$ cat src/rtl/clkdiv_pkg.sv
// rtl/clkdiv_pkg.sv - shared defaults and helpers for the clk_div_bank channel divider
package clkdiv_pkg;

  localparam int   DEF_DIV_DFLT  = 24999;
  localparam logic IDLE_LVL_DFLT = 1'b1;

  function automatic int sel_w(input int ch);
    return (ch <= 1) ? 1 : $clog2(ch);
  endfunction

endpackage

$ cat src/rtl/clkdiv_ch.sv
// rtl/clkdiv_ch.sv - one divider channel: counter, active/shadow terminal, tick and square wave
module clkdiv_ch import clkdiv_pkg::*; #(
  parameter int   CW       = 16,
  parameter int   DEF_DIV  = DEF_DIV_DFLT,
  parameter logic IDLE_LVL = IDLE_LVL_DFLT
) (
  input  logic          clk,
  input  logic          rst_n,
  input  logic          en_i,
  input  logic          sync_i,
  input  logic          wr_i,
  input  logic [CW-1:0] wr_data_i,
  output logic          tick_o,
  output logic          clk_out_o,
  output logic          pending_o
);

  logic [CW-1:0] cnt_q, cnt_d;
  logic [CW-1:0] term_q, term_d;
  logic [CW-1:0] shadow_q, shadow_d;
  logic          pending_q, pending_d;
  logic          tick_q, tick_d;
  logic          clk_out_q, clk_out_d;

  always_comb begin
    cnt_d     = cnt_q;
    term_d    = term_q;
    shadow_d  = shadow_q;
    pending_d = pending_q;
    tick_d    = tick_q;
    clk_out_d = clk_out_q;
    if (sync_i || !en_i) begin
      cnt_d     = '0;
      tick_d    = 1'b0;
      clk_out_d = IDLE_LVL;
      if (pending_q) begin
        term_d    = shadow_q;
        pending_d = 1'b0;
      end
      if (wr_i) begin
        shadow_d = wr_data_i;
        // A stopped channel has no terminal count to wait for, so the new value goes live at once.
        if (sync_i) pending_d = 1'b1;
        else        term_d    = wr_data_i;
      end
    end else begin
      if (cnt_q >= term_q) begin
        cnt_d     = '0;
        tick_d    = 1'b1;
        clk_out_d = ~clk_out_q;
        if (pending_q) begin
          term_d    = shadow_q;
          pending_d = 1'b0;
        end
      end else begin
        cnt_d  = cnt_q + CW'(1);
        tick_d = 1'b0;
      end
      if (wr_i) begin
        shadow_d  = wr_data_i;
        pending_d = 1'b1;
      end
    end
  end

  always_ff @(posedge clk or negedge rst_n) begin
    if (!rst_n) begin
      cnt_q     <= '0;
      term_q    <= CW'(DEF_DIV);
      shadow_q  <= CW'(DEF_DIV);
      pending_q <= 1'b0;
      tick_q    <= 1'b0;
      clk_out_q <= IDLE_LVL;
    end else begin
      cnt_q     <= cnt_d;
      term_q    <= term_d;
      shadow_q  <= shadow_d;
      pending_q <= pending_d;
      tick_q    <= tick_d;
      clk_out_q <= clk_out_d;
    end
  end

  assign tick_o    = tick_q;
  assign clk_out_o = clk_out_q;
  assign pending_o = pending_q;

endmodule

$ cat src/rtl/clk_div_bank.sv
// rtl/clk_div_bank.sv - multi-channel programmable clock/strobe divider with double-buffered divisors
// Define CLKDIV_SYNC_EN to add the sync input that phase-aligns all channels.
module clk_div_bank import clkdiv_pkg::*; #(
  parameter int   CH       = 4,
  parameter int   CW       = 16,
  parameter int   DEF_DIV  = DEF_DIV_DFLT,
  parameter logic IDLE_LVL = IDLE_LVL_DFLT
) (
  input  logic                   clk,
  input  logic                   rst_n,
`ifdef CLKDIV_SYNC_EN
  input  logic                   sync,
`endif
  input  logic [CH-1:0]          en,
  input  logic                   div_wr,
  input  logic [sel_w(CH)-1:0]   div_sel,
  input  logic [CW-1:0]          div_data,
  output logic                   div_ack,
  output logic [CH-1:0]          pending,
  output logic [CH-1:0]          tick,
  output logic [CH-1:0]          clk_out
);

  localparam int SW = sel_w(CH);

  logic sync_w;
  logic div_ack_q;

`ifdef CLKDIV_SYNC_EN
  assign sync_w = sync;
`else
  assign sync_w = 1'b0;
`endif

  // Out-of-range selects match no channel but are still acknowledged.
  for (genvar i = 0; i < CH; i++) begin : g_ch
    localparam logic [SW-1:0] IDX = SW'(i);
    clkdiv_ch #(
      .CW       (CW),
      .DEF_DIV  (DEF_DIV),
      .IDLE_LVL (IDLE_LVL)
    ) u_ch (
      .clk       (clk),
      .rst_n     (rst_n),
      .en_i      (en[i]),
      .sync_i    (sync_w),
      .wr_i      (div_wr && (div_sel == IDX)),
      .wr_data_i (div_data),
      .tick_o    (tick[i]),
      .clk_out_o (clk_out[i]),
      .pending_o (pending[i])
    );
  end

  always_ff @(posedge clk or negedge rst_n) begin
    if (!rst_n) div_ack_q <= 1'b0;
    else        div_ack_q <= div_wr;
  end

  assign div_ack = div_ack_q;

endmodule

$ cat config.mk
export PLATFORM = sky130hd
export DESIGN_NAME = clk_div_bank
export DESIGN_NICKNAME = d
export VERILOG_FILES = /design/src/rtl/clkdiv_pkg.sv /design/src/rtl/clkdiv_ch.sv /design/src/rtl/clk_div_bank.sv
export SDC_FILE = /design/constraint.sdc
export NUM_CORES = 1
export LEC_CHECK = 0
export ABC_AREA = 1
export BUFFER_PORTS_ARGS = -buffer_cell sky130_fd_sc_hd__buf_4
export CORE_MARGIN = 4
export CORE_UTILIZATION = 35
export CTS_CLUSTER_DIAMETER = 60
export DETAILED_ROUTE_END_ITERATION = 16
export MAX_ROUTING_LAYER = met4
export SYNTH_ARGS = -nofsm -noshare
export SYNTH_HDL_FRONTEND = slang
export SYNTH_HIERARCHICAL = 1
export SYNTH_SLANG_ARGS = --single-unit
$ cat constraint.sdc
create_clock -name clk -period 3.7 [get_ports clk]
set_input_delay 0.37 -clock clk [delete_from_list [all_inputs] [get_ports clk]]
set_output_delay 0.37 -clock clk [all_outputs]
set_load 0.1 [all_outputs]
==> out/qor_table.md <==
| Group | Parameter | Value |
|:---|:---|:---|
| outcome | Result of the run | finished clean |
| timing | Aggregate negative setup slack | 0 ns |
| synth | Total number of yosys warnings | 6 |
| critical path | Required time at the worst-slack endpoint | 4.10 ns |
| critical path | Category of the worst setup path launch point | register |
| synth | Average size of a mapped cell | 8.36 um^2 |
| critical path | Worst Setup End Kind | register |
| finish | Fraction of final layout cells sized beyond drive strength 1 | 0.190 |
| hold path | HP Class | primary input to register |
| critical path | Data arrival time at the worst-slack endpoint | 3.08 ns |
| finish | Storage cell area | 5220 um^2 |
| placement | Placed cell count | 1899 |
| timing | Final cycle utilization of the critical path | 0.723 |
| synth | Post-Syn Area | 12200 um^2 |
| timing | Worst Skew | 0.0178 ns |
| finish | Filler-free cell count of the finished design | 1945 |
| die | Vert. Die Dim | 194 um |
| routing | Sum of routed wire length over all layers | 27500 um |
| synth | Flop and latch count out of synthesis | 205 |
| synth | Fraction of the yosys area taken by sequential cells | 0.429 |
| routing | Uppermost layer routed | met4 |
| timing | Hold Worst Slack | 0.112 ns |
| cts | Clock-pin slew on the worst setup and hold paths | 0.06 ns |
| finish | Final core occ | 0.400 |
| power and ir drop | Peak supply drop | 0.434 mV |
| routing | Detailed router's first-iteration violation count | 541 |
| timing | Final count of negative-setup-slack endpoints | 0 |
| timing | Hold Vio Cnt, Final | 0 |
| global routing | Global-route wire length before repair | 46700 um |
| finish | Synth-to-layout area growth | 11.6% |
| global routing | Number of antenna violations at the first check in global routing | 0 |
| cts | CTS tree | yes |
| routing | Final routed DRC violation total | 0 |
| routing | Metal2 WL | 12900 um |
| finish | Fill cell total of the finished layout | 3438 |
| flow run | Maximum Capacitance Violations | 0 |
| timing | Tmin final | 2.67 ns |
| finish | Number of diodes | 0 |
| power and ir drop | Final Total Pwr | 6.85 mW |
| synth | Number of distinct library cells after synthesis | 28 |
| global routing | Grt ovf | 0 |
| timing | Setup repair after global routing missed its margin | no |
| global routing | Vias in the first global route | 9385 |
| placement | Count of port buffers added during placement | 37 |
| routing | Via/cell ratio | 4.90 |
| routing | Total routed wire length on the met1 layer | 13200 um |
| cts | Number of resized instances in the post-cts repair step | 0 |
| cts | Maximum clock path buffer count | 3 |
| cts | Clock latency on the worst-skew pair | 0.52 ns |
| cts | Clock sink count | 205 |
| timing | Pins over their slew limit | 0 |
| cts | CTS buffer count | 25 |
| power and ir drop | Pleak | 6.30 nW |
| die | Placement row count | 67 |
| timing | Slew at the pin closest to its max-slew limit | 0.969 ns |
| finish | Number of nets in the finished design | 1573 |
| placement | Last weighted congestion value of the routability-driven placer | 0.816 |
| routing | First-pass DRT Iterations | 5 |
| cts | Number of levels in the clock H-tree | 1 |
| cts | Clock root buffer | clkbuf_16 |
| placement | DPL Wire Length | 18400 um |
| routing | Via count of the routed design | 9523 |
| global routing | Largest net degree at the start of global routing | 80 |
| routing | Remaining number of nets flagged by the antenna check after routing | 0 |
| timing | Fmax | 374 MHz |
| global routing | Total routing usage reported by global routing | 0.149 |
| synth | Post-synthesis cell count | 1454 |
| routing | Wirelength per Cell | 14.1 um |
| die | Number of top-level pins | 38 |
| cts | Number of buffers inserted by post-CTS setup repair | 0 |
| critical path | Crit path kind | register to register |
| finish | Area used by multi-input combinational logic | 5940 um^2 |
| die | Die Footprint | 37800 um^2 |
| die | Initial core utilization | 0.359 |
| critical path | Maximum fanout along the worst path | 33 |
| routing | Detailed-routed wire length on met3 | 829 um |
| timing | Worst-case headroom to the max-slew limit | 0.353 |
| cts | Post-CTS Hold Buffers | 2 |
| power and ir drop | Pwr Density | 505 nW/um^2 |
| die | Horizontal extent of the die | 194 um |
| die | Area of the core region | 33900 um^2 |
==> stage by stage <==
step                      cell area (um^2)  worst slack (ns)
after global placement               12700              1.10
after floorplan                      12200              1.78
final                                13600              1.03
after detailed placement             12700              1.00
after global routing                 13600             0.721
after CTS                            13600             0.991
==> logic make-up (layout without fill, tap and decap cells) <==
group,after synthesis,in the layout,share of synthesized area
muxes,64,64,0.0593
adders and majority gates,68,68,0.0700
and+or+nand+nor,750,750,0.272
DFF,205,205,0.429
xor gates and xnor gates,44,44,0.0317
other,1,12,0.000309
buffers and inverters,214,246,0.0858
AOI/OAI and AO/OA,108,108,0.0519
==> registers in the layout (all words and copies together) (netlist names) <==
register	cells
g_ch.u_ch/term_q	64
g_ch.u_ch/clk_out_o	4
g_ch.u_ch/pending_o	4
g_ch.u_ch/shadow_q	64
g_ch.u_ch/tick_o	4
div_ack	1
g_ch.u_ch/cnt_q	64
==> placed cells by master (no fill, tap or decap), types with 20 or more instances in the layout <==
master and instances:
a21oi_1 24, a31oi_1 64, buf_4 52, clkbuf_16 25, dfrtp_1 137, dfstp_2 68, ha_1 68, inv_1 134
mux2_2 64, nand2_1 402, nand3_1 20, nand4_1 92, nor2_1 172, nor2_2 20, xor2_1 28
==> critical path: stages, from the launching register on <==
cell and delay [ns]:
dfstp_2 0.54, inv_1 0.05, ha_1 0.28, nand2_1 0.07
inv_1 0.05, nand2_1 0.08, nor2_1 0.06, nor2_1 0.08
nand2_1 0.07, nand2_2 0.32, nand3_2 0.67, nand2_1 0.23
nand2_1 0.07
==> final timing paths <==
| path | from | end | slack, ns | depth (start not counted) |
|---|---|---|---|---|
| max | g_ch[2].u_ch/term_q[7]$_DFFE_PN1P_ | g_ch[2].u_ch/term_q[11]$_DFFE_PN0P_ | 1.03 | 12 |
| min | en[2] | g_ch[2].u_ch/pending_o$_DFFE_PN0P_ | 0.11 | 3 |
| max reg2reg | g_ch[2].u_ch/term_q[7]$_DFFE_PN1P_ | g_ch[2].u_ch/term_q[11]$_DFFE_PN0P_ | 1.03 | 12 |
| min reg2reg | g_ch[3].u_ch/term_q[1]$_DFFE_PN1P_ | g_ch[3].u_ch/term_q[1]$_DFFE_PN1P_ | 0.50 | 2 |
| max in group asynchronous | rst_n | g_ch[3].u_ch/term_q[13]$_DFFE_PN1P_ | 2.33 | 3 |
| min in group asynchronous | rst_n | g_ch[2].u_ch/cnt_q[4]$_DFF_PN0_ | 0.44 | 2 |
==> per-layer routing <==
metal	vias up	global-route usage
met3	32	0.0182
met5	-	-
met4	0	0.0333
li1	4791	-
met2	129	0.246
met1	4571	0.198
==> report_power, final <==
group | internal [mW] | total (mW) | leakage (nW) | switching (mW)
clock network | 1.60 | 2.56 | 0.419 | 0.965
registers | 2.71 | 2.96 | 2.51 | 0.255
logic | 0.552 | 1.32 | 3.37 | 0.771
==> layout make-up <==
cell class / instances / area share
Clock buffer: 34 / 0.0516
Clock inverter: 10 / 0.0115
Inverter: 146 / 0.0404
Multi-Input combinational cell: 1046 / 0.438
Sequential cell: 205 / 0.385
Tap cell: 448 / 0.0413
Timing Repair Buffer: 56 / 0.0328
==> synth_stat cells <==
master / n / share of area
a21boi_0: 4 / 0.0025
a21oi_1: 24 / 0.0099
a31oi_1: 64 / 0.033
buf_2: 24 / 0.0099
buf_6: 28 / 0.026
clkbuf_1: 16 / 0.0049
clkinv_1: 4 / 0.0012
conb_1: 1 / 0.00031
dfrtp_1: 137 / 0.28
dfstp_2: 68 / 0.15
ha_1: 68 / 0.070
inv_1: 134 / 0.041
inv_2: 8 / 0.0025
mux2_2: 64 / 0.059
nand2_1: 402 / 0.12
nand2_2: 12 / 0.0062
nand3_1: 20 / 0.0082
nand3_2: 16 / 0.013
nand3b_1: 4 / 0.0025
nand4_1: 92 / 0.047
nor2_1: 172 / 0.053
nor2_2: 20 / 0.010
nor2_4: 4 / 0.0037
nor3_1: 8 / 0.0033
o21ai_0: 8 / 0.0033
o21ai_1: 8 / 0.0033
xnor2_1: 16 / 0.012
xor2_1: 28 / 0.020
No activity file was read; power rests on OpenSTA's default activity.
